`config.mk`:
```
export PLATFORM = sky130hd
export DESIGN_NAME = dmem_arbiter_flat
export DESIGN_NICKNAME = d
export VERILOG_FILES = /design/src/rtl/dmem_arbiter_pkg.sv /design/src/rtl/dmem_arbiter_if.sv /design/src/rtl/dmem_starve_ctr.sv /design/src/rtl/dmem_arbiter.sv /design/src/flat_wrapper.sv
export SDC_FILE = /design/constraint.sdc
export NUM_CORES = 1
export LEC_CHECK = 0
export CAP_MARGIN = 30
export CELL_PAD_IN_SITES_DETAIL_PLACEMENT = 0
export CELL_PAD_IN_SITES_GLOBAL_PLACEMENT = 1
export CORE_MARGIN = 1.5
export CORE_UTILIZATION = 13
export CTS_BUF_LIST = sky130_fd_sc_hd__clkbuf_2 sky130_fd_sc_hd__clkbuf_4 sky130_fd_sc_hd__clkbuf_8
export CTS_CLUSTER_DIAMETER = 150
export DETAILED_ROUTE_END_ITERATION = 8
export PLACE_DENSITY_LB_ADDON = 0.3
export RECOVER_POWER = 100
export SKIP_CTS_REPAIR_TIMING = 1
export SLEW_MARGIN = 20
export SYNTH_ARGS = -nofsm -noshare
export SYNTH_HDL_FRONTEND = slang
export SYNTH_SLANG_ARGS = --single-unit
export TNS_END_PERCENT = 5
```
`constraint.sdc`:
```
create_clock -name clk -period 1.4 [get_ports clk]
set_input_delay 0.21 -clock clk [delete_from_list [all_inputs] [get_ports clk]]
set_output_delay 0.21 -clock clk [all_outputs]
set_load 0.02 [all_outputs]
```
`src/rtl/dmem_arbiter_pkg.sv`:
```
`default_nettype none
// ============================================================================
// Module   : dmem_arbiter_pkg
// Brief    : Shared widths, owner encoding and helpers for the data-memory
//            arbiter between the CPU load/store path and the EXT host port.
// Revision : 1.0 - initial release
// ============================================================================
package dmem_arbiter_pkg;

  localparam int c_addr_w   = 16;
  localparam int c_data_w   = 16;
  localparam int c_max_wait = 4;

  // Which requester a pending read response belongs to.
  typedef enum logic {
    OWN_CPU = 1'b0,
    OWN_EXT = 1'b1
  } owner_e;

  // Width of the starvation counter; never narrower than one bit.
  function automatic int cnt_width(input int max_wait);
    return (max_wait < 1) ? 1 : $clog2(max_wait + 1);
  endfunction

endpackage : dmem_arbiter_pkg
`default_nettype wire

```
`src/rtl/dmem_arbiter_if.sv`:
```
`default_nettype none
// ============================================================================
// Module   : dmem_arbiter_if
// Brief    : Request/response bundle for both requesters plus the memory side.
//            slave  = arbiter view, master = requesters + memory view.
// Revision : 1.0 - initial release
// ============================================================================
interface dmem_arbiter_if
  import dmem_arbiter_pkg::*;
#(
  parameter int ADDR_W = c_addr_w,
  parameter int DATA_W = c_data_w
) ();

  logic              cpu_req;
  logic              cpu_we;
  logic [ADDR_W-1:0] cpu_addr;
  logic [DATA_W-1:0] cpu_wdata;
  logic              cpu_gnt;
  logic              cpu_rvalid;
  logic [DATA_W-1:0] cpu_rdata;

  logic              ext_req;
  logic              ext_we;
  logic [ADDR_W-1:0] ext_addr;
  logic [DATA_W-1:0] ext_wdata;
  logic              ext_gnt;
  logic              ext_rvalid;
  logic [DATA_W-1:0] ext_rdata;

  logic              mem_en;
  logic              mem_we;
  logic [ADDR_W-1:0] mem_addr;
  logic [DATA_W-1:0] mem_wdata;
  logic [DATA_W-1:0] mem_rdata;

  modport slave (
    input  cpu_req, cpu_we, cpu_addr, cpu_wdata,
    output cpu_gnt, cpu_rvalid, cpu_rdata,
    input  ext_req, ext_we, ext_addr, ext_wdata,
    output ext_gnt, ext_rvalid, ext_rdata,
    output mem_en, mem_we, mem_addr, mem_wdata,
    input  mem_rdata
  );

  modport master (
    output cpu_req, cpu_we, cpu_addr, cpu_wdata,
    input  cpu_gnt, cpu_rvalid, cpu_rdata,
    output ext_req, ext_we, ext_addr, ext_wdata,
    input  ext_gnt, ext_rvalid, ext_rdata,
    input  mem_en, mem_we, mem_addr, mem_wdata,
    output mem_rdata
  );

endinterface : dmem_arbiter_if
`default_nettype wire

```
`src/rtl/dmem_starve_ctr.sv`:
```
`default_nettype none
// ============================================================================
// Module   : dmem_starve_ctr
// Brief    : Counts consecutive cycles EXT is denied while CPU is granted and
//            raises ext_priority once that count reaches MAX_WAIT.
// Revision : 1.0 - initial release
// ============================================================================
module dmem_starve_ctr
  import dmem_arbiter_pkg::*;
#(
  parameter int MAX_WAIT = c_max_wait
) (
  input  wire logic clk,
  input  wire logic reset,
  input  wire logic i_ext_req,
  input  wire logic i_cpu_gnt,
  input  wire logic i_ext_gnt,
  output logic      o_ext_priority
);

  generate
    if (MAX_WAIT == 0) begin : g_strict
      // EXT always wins contention, so no history is needed.
      logic w_unused_ok;
      assign w_unused_ok    = &{1'b0, clk, reset, i_ext_req, i_cpu_gnt, i_ext_gnt};
      assign o_ext_priority = 1'b1;
    end else begin : g_counted
      localparam int                 c_cnt_w = cnt_width(MAX_WAIT);
      localparam logic [c_cnt_w-1:0] c_max   = c_cnt_w'(MAX_WAIT);
      localparam logic [c_cnt_w-1:0] c_one   = c_cnt_w'(1);

      logic [c_cnt_w-1:0] r_starve_cnt;

      // Saturating denial counter; any EXT grant or EXT going idle restarts it.
      always_ff @(posedge clk or negedge reset) begin
        if (!reset) begin
          r_starve_cnt <= '0;
        end else if (i_ext_gnt || !i_ext_req) begin
          r_starve_cnt <= '0;
        end else if (i_cpu_gnt && (r_starve_cnt != c_max)) begin
          r_starve_cnt <= r_starve_cnt + c_one;
        end
      end

      assign o_ext_priority = (r_starve_cnt >= c_max);
    end
  endgenerate

endmodule : dmem_starve_ctr
`default_nettype wire

```
`src/rtl/dmem_arbiter.sv`:
```
`default_nettype none
// ============================================================================
// Module   : dmem_arbiter
// Brief    : Shares a single-port synchronous data memory between the CPU
//            load/store path and the EXT host port. CPU has fixed priority,
//            bounded by MAX_WAIT denials of EXT. Read data (1-cycle latency)
//            is steered back to whichever requester issued the read.
// Revision : 1.0 - initial release
// ============================================================================
module dmem_arbiter
  import dmem_arbiter_pkg::*;
#(
  parameter int ADDR_W   = c_addr_w,
  parameter int DATA_W   = c_data_w,
  parameter int MAX_WAIT = c_max_wait
) (
  input  wire logic     clk,
  input  wire logic     reset,
  dmem_arbiter_if.slave bus
);

  localparam logic [ADDR_W-1:0] c_addr_zero = '0;
  localparam logic [DATA_W-1:0] c_data_zero = '0;

  logic   w_ext_priority;
  logic   w_cpu_gnt;
  logic   w_ext_gnt;
  logic   r_own_vld;
  owner_e r_own_who;

  dmem_starve_ctr #(
    .MAX_WAIT (MAX_WAIT)
  ) u_starve_ctr (
    .clk            (clk),
    .reset          (reset),
    .i_ext_req      (bus.ext_req),
    .i_cpu_gnt      (w_cpu_gnt),
    .i_ext_gnt      (w_ext_gnt),
    .o_ext_priority (w_ext_priority)
  );

  // CPU wins unless EXT is contending and has hit its wait limit; no grants in reset.
  always_comb begin
    w_cpu_gnt = 1'b0;
    w_ext_gnt = 1'b0;
    if (reset) begin
      if (bus.cpu_req && !(bus.ext_req && w_ext_priority)) begin
        w_cpu_gnt = 1'b1;
      end else if (bus.ext_req) begin
        w_ext_gnt = 1'b1;
      end
    end
  end

  // Steer the granted requester onto the memory port; drive zeros when idle.
  always_comb begin
    bus.mem_en    = w_cpu_gnt | w_ext_gnt;
    bus.mem_we    = 1'b0;
    bus.mem_addr  = c_addr_zero;
    bus.mem_wdata = c_data_zero;
    if (w_cpu_gnt) begin
      bus.mem_we    = bus.cpu_we;
      bus.mem_addr  = bus.cpu_addr;
      bus.mem_wdata = bus.cpu_wdata;
    end else if (w_ext_gnt) begin
      bus.mem_we    = bus.ext_we;
      bus.mem_addr  = bus.ext_addr;
      bus.mem_wdata = bus.ext_wdata;
    end
  end

  // Remember who issued a granted read so next cycle's data goes to them;
  // reset discards any response still in flight.
  always_ff @(posedge clk or negedge reset) begin
    if (!reset) begin
      r_own_vld <= 1'b0;
      r_own_who <= OWN_CPU;
    end else begin
      r_own_vld <= (w_cpu_gnt && !bus.cpu_we) || (w_ext_gnt && !bus.ext_we);
      r_own_who <= w_ext_gnt ? OWN_EXT : OWN_CPU;
    end
  end

  assign bus.cpu_gnt    = w_cpu_gnt;
  assign bus.ext_gnt    = w_ext_gnt;
  assign bus.cpu_rvalid = r_own_vld && (r_own_who == OWN_CPU);
  assign bus.ext_rvalid = r_own_vld && (r_own_who == OWN_EXT);
  assign bus.cpu_rdata  = bus.mem_rdata;
  assign bus.ext_rdata  = bus.mem_rdata;

endmodule : dmem_arbiter
`default_nettype wire

```
`src/flat_wrapper.sv`:
```
// flat-port wrapper written by rule: the top's interface ports become plain ports
module dmem_arbiter_flat import dmem_arbiter_pkg::*;
#(
  parameter int ADDR_W   = c_addr_w,
  parameter int DATA_W   = c_data_w,
  parameter int MAX_WAIT = c_max_wait
)
  (clk, reset, bus_cpu_req, bus_cpu_we, bus_cpu_addr, bus_cpu_wdata, bus_cpu_gnt, bus_cpu_rvalid, bus_cpu_rdata, bus_ext_req, bus_ext_we, bus_ext_addr, bus_ext_wdata, bus_ext_gnt, bus_ext_rvalid, bus_ext_rdata, bus_mem_en, bus_mem_we, bus_mem_addr, bus_mem_wdata, bus_mem_rdata);
  dmem_arbiter_if #(.ADDR_W(ADDR_W), .DATA_W(DATA_W)) bus_i ();
  input  wire logic clk;
  input  wire logic reset;
  input wire logic [$bits(bus_i.cpu_req)-1:0] bus_cpu_req;
  input wire logic [$bits(bus_i.cpu_we)-1:0] bus_cpu_we;
  input wire logic [$bits(bus_i.cpu_addr)-1:0] bus_cpu_addr;
  input wire logic [$bits(bus_i.cpu_wdata)-1:0] bus_cpu_wdata;
  output wire logic [$bits(bus_i.cpu_gnt)-1:0] bus_cpu_gnt;
  output wire logic [$bits(bus_i.cpu_rvalid)-1:0] bus_cpu_rvalid;
  output wire logic [$bits(bus_i.cpu_rdata)-1:0] bus_cpu_rdata;
  input wire logic [$bits(bus_i.ext_req)-1:0] bus_ext_req;
  input wire logic [$bits(bus_i.ext_we)-1:0] bus_ext_we;
  input wire logic [$bits(bus_i.ext_addr)-1:0] bus_ext_addr;
  input wire logic [$bits(bus_i.ext_wdata)-1:0] bus_ext_wdata;
  output wire logic [$bits(bus_i.ext_gnt)-1:0] bus_ext_gnt;
  output wire logic [$bits(bus_i.ext_rvalid)-1:0] bus_ext_rvalid;
  output wire logic [$bits(bus_i.ext_rdata)-1:0] bus_ext_rdata;
  output wire logic [$bits(bus_i.mem_en)-1:0] bus_mem_en;
  output wire logic [$bits(bus_i.mem_we)-1:0] bus_mem_we;
  output wire logic [$bits(bus_i.mem_addr)-1:0] bus_mem_addr;
  output wire logic [$bits(bus_i.mem_wdata)-1:0] bus_mem_wdata;
  input wire logic [$bits(bus_i.mem_rdata)-1:0] bus_mem_rdata;
  assign bus_i.cpu_req = bus_cpu_req;
  assign bus_i.cpu_we = bus_cpu_we;
  assign bus_i.cpu_addr = bus_cpu_addr;
  assign bus_i.cpu_wdata = bus_cpu_wdata;
  assign bus_cpu_gnt = bus_i.cpu_gnt;
  assign bus_cpu_rvalid = bus_i.cpu_rvalid;
  assign bus_cpu_rdata = bus_i.cpu_rdata;
  assign bus_i.ext_req = bus_ext_req;
  assign bus_i.ext_we = bus_ext_we;
  assign bus_i.ext_addr = bus_ext_addr;
  assign bus_i.ext_wdata = bus_ext_wdata;
  assign bus_ext_gnt = bus_i.ext_gnt;
  assign bus_ext_rvalid = bus_i.ext_rvalid;
  assign bus_ext_rdata = bus_i.ext_rdata;
  assign bus_mem_en = bus_i.mem_en;
  assign bus_mem_we = bus_i.mem_we;
  assign bus_mem_addr = bus_i.mem_addr;
  assign bus_mem_wdata = bus_i.mem_wdata;
  assign bus_i.mem_rdata = bus_mem_rdata;
  dmem_arbiter #(.ADDR_W(ADDR_W), .DATA_W(DATA_W), .MAX_WAIT(MAX_WAIT)) u_core (.clk(clk), .reset(reset), .bus(bus_i));
endmodule
```
==> metrics.yaml <==
layout_common_cells: "66 x clkdlybuf4s50_1, 25 x a22o_1, 21 x buf_2"
io_pins: 156
grt_pass1_wl_um: 5570
hold_violations: 0
htreeDepth: 1
port-buffer-count: 107
drtPass1Iterations: 4
dr.first_iter.drc_count: 24
fmax_mhz: 589
violations: "setup timing"
drive_gt1_share_pct: 35.6
ir_drop_mv: 0.191
antenna_found_initial: 0
leakagePower_nw: 0.948
r2r_end: "u_core.u_starve_ctr.g_counted.r_starve_cnt[1]"
syn-num-nets: 191
overflow: 0
path_class: "reg2out"
row_count: 30
critPathRequiredTime_ns: 1.19
path_max_fanout: 17
ff2ff_path_depth: 5
syn_to_final_growth_pct: 120
status: "finished with violations"
die_w_um: 86.8
drc_errors: 0
die_y_um: 86.8
wl_per_cell_um: 14.9
grtUsageTotal_pct: 9.61
core_area_um2: 6790
grt_max_degree: 22
final.period_utilization_pct: 121
slew-limit-headroom_pct: 68.8
num-fill-cells: 729
cellPowerDensity_nw_per_um2: 498
yosysWarnings: 0
design.die.area_um2: 7540
layout_setup_ws_ns: -0.299
synth_cell_types: 19
final_common_cell: "clkdlybuf4s50_1"
grt_pass1_vias: 1008
avgSynthCellArea_um2: 8.87
fin_tns_setup_ns: -9.03
cts-root-buf: "clkbuf_8"
r2r-start: "u_core.u_starve_ctr.g_counted.r_starve_cnt[0]"
dp_hpwl_um: 3310
drt-total-wl_um: 4280
cp-end-kind: "output pin"
setup_viol: 36
r2r_slack_ns: 0.19
cts_tree: "built"
vias: 1080
vias_per_cell: 3.76
finalClockSkew_ns: 0.00325
yosysSeqAreaShare_pct: 13.7
timing.critical_path.to: "bus_mem_addr[15]"
netlist_area_um2: 913
finalMaxSlewViolations: 0
synthCells: 103
hold_class: "in2async"
cts_made_buffers: 3
clock_sinks: 5
nNetsFinal: 280
synth_seq_cells: 5
clk_latency_ns: 0.22
initial_core_util_pct: 13.4
crit_start: "u_core.u_starve_ctr.g_counted.r_starve_cnt[2]"
worst_pin_slew_ns: 0.467
startpoint_type: "flop"
multi_input_area_um2: 473
crit_arrival_ns: 1.49
holdWs_ns: 0.273
min_period_ns: 1.70
antennaDiodeCount: 0
clockBufferDepth: 2
place_congestion: 0.659
ff_latch_area_um2: 125
path_clk_slew_ns: 0.04
rsz0062_at_grt: "yes"
maxCapViolations: 0
ant_nets: 0
cells in the mapped netlist (all sizes together):
cell type / n / area share [%]
nor2b: 1 / 0.69
o31ai: 2 / 1.6
nand2b: 1 / 0.69
dfrtp: 5 / 14
ha: 2 / 2.7
nand3: 1 / 0.55
inv: 5 / 2.1
a22o: 34 / 34
o21ai: 1 / 0.55
o21a: 1 / 0.82
nand3b: 2 / 1.6
and2: 2 / 1.4
o22ai: 1 / 0.69
buf: 39 / 33
a21oi: 2 / 3.6
nand2: 4 / 2.2
critical path, cell delays in order (launching register included):
cell,delay [ns]
dfrtp_1,0.42
inv_2,0.10
a21oi_4,0.06
buf_12,0.14
buf_12,0.14
a22o_2,0.25
buf_2,0.15
layout make-up:
cell class              count  area share [%]
repair buffers            123            60.9
clock buffers               4            2.43
flip-flops and latches      5            6.22
multi-input cells          54            23.5
inverters                   5           0.933
well taps                  96            5.97
report_power, final:
part | internal [mW] | switching (mW) | total [mW]
Clock | 0.214 | 0.0656 | 0.280
Combinational | 0.344 | 0.225 | 0.570
Sequential | 0.150 | 0.00260 | 0.153
how the worst min path moves through the flow:
stage | startpoint | endpoint | slack [ns] | cells after the start
3_3_place_gp | bus_mem_rdata[2] | bus_ext_rdata[2] | 0.42 | 0
5_1_grt | reset | u_core.u_starve_ctr.g_counted.r_starve_cnt[0] | 0.31 | 2
3_5_place_dp | bus_mem_rdata[2] | bus_ext_rdata[2] | 0.42 | 0
4_1_cts | reset | u_core.u_starve_ctr.g_counted.r_starve_cnt[2] | 0.40 | 2
2_1_floorplan | reset | u_core.r_own_vld | -0.09 | 0
6_report | reset | u_core.u_starve_ctr.g_counted.r_starve_cnt[2] | 0.27 | 2
logic make-up after synthesis:
family                     count (synthesis)  synth area share [%]
and+or+nand+nor                           11                  7.12
adders and majority gates                  2                  2.74
DFF                                        5                  13.7
AOI/OAI and AO/OA                         41                  41.1
buffers and inverters                     44                  35.3
sequential cells by signal, indices dropped and copies added (netlist names):
signal                                      count
u_core.r_own_vld                                1
u_core.r_own_who                                1
u_core.u_starve_ctr.g_counted.r_starve_cnt      3
layer usage:
layer  GRT usage (%)  part of all wire (%)  vias up
li1                -                     -      528
met1            10.5                    38      491
met2            17.5                    54       41
met3            2.67                   6.1       20
met4            3.67                   2.4        0
met5               0                     0        -
stage by stage:
| stage | util [%] | instance area, um2 | total power, mW | worst slack [ns] | instances |
|---|---|---|---|---|---|
| after CTS | 29.0 | 1970 | 1.01 | -0.876 | 280 |
| after detailed placement | 28.2 | 1920 | 0.724 | -0.865 | 276 |
| after global placement | 28.2 | 1920 | 0.725 | -0.845 | 276 |
| after global routing | 29.6 | 2010 | 1.06 | -0.337 | 287 |
| final | 29.6 | 2010 | 1.00 | -0.299 | 287 |
| after floorplan | - | 913 | 0.490 | 0.00781 | 103 |
No activity file was read; power rests on OpenSTA's default activity.
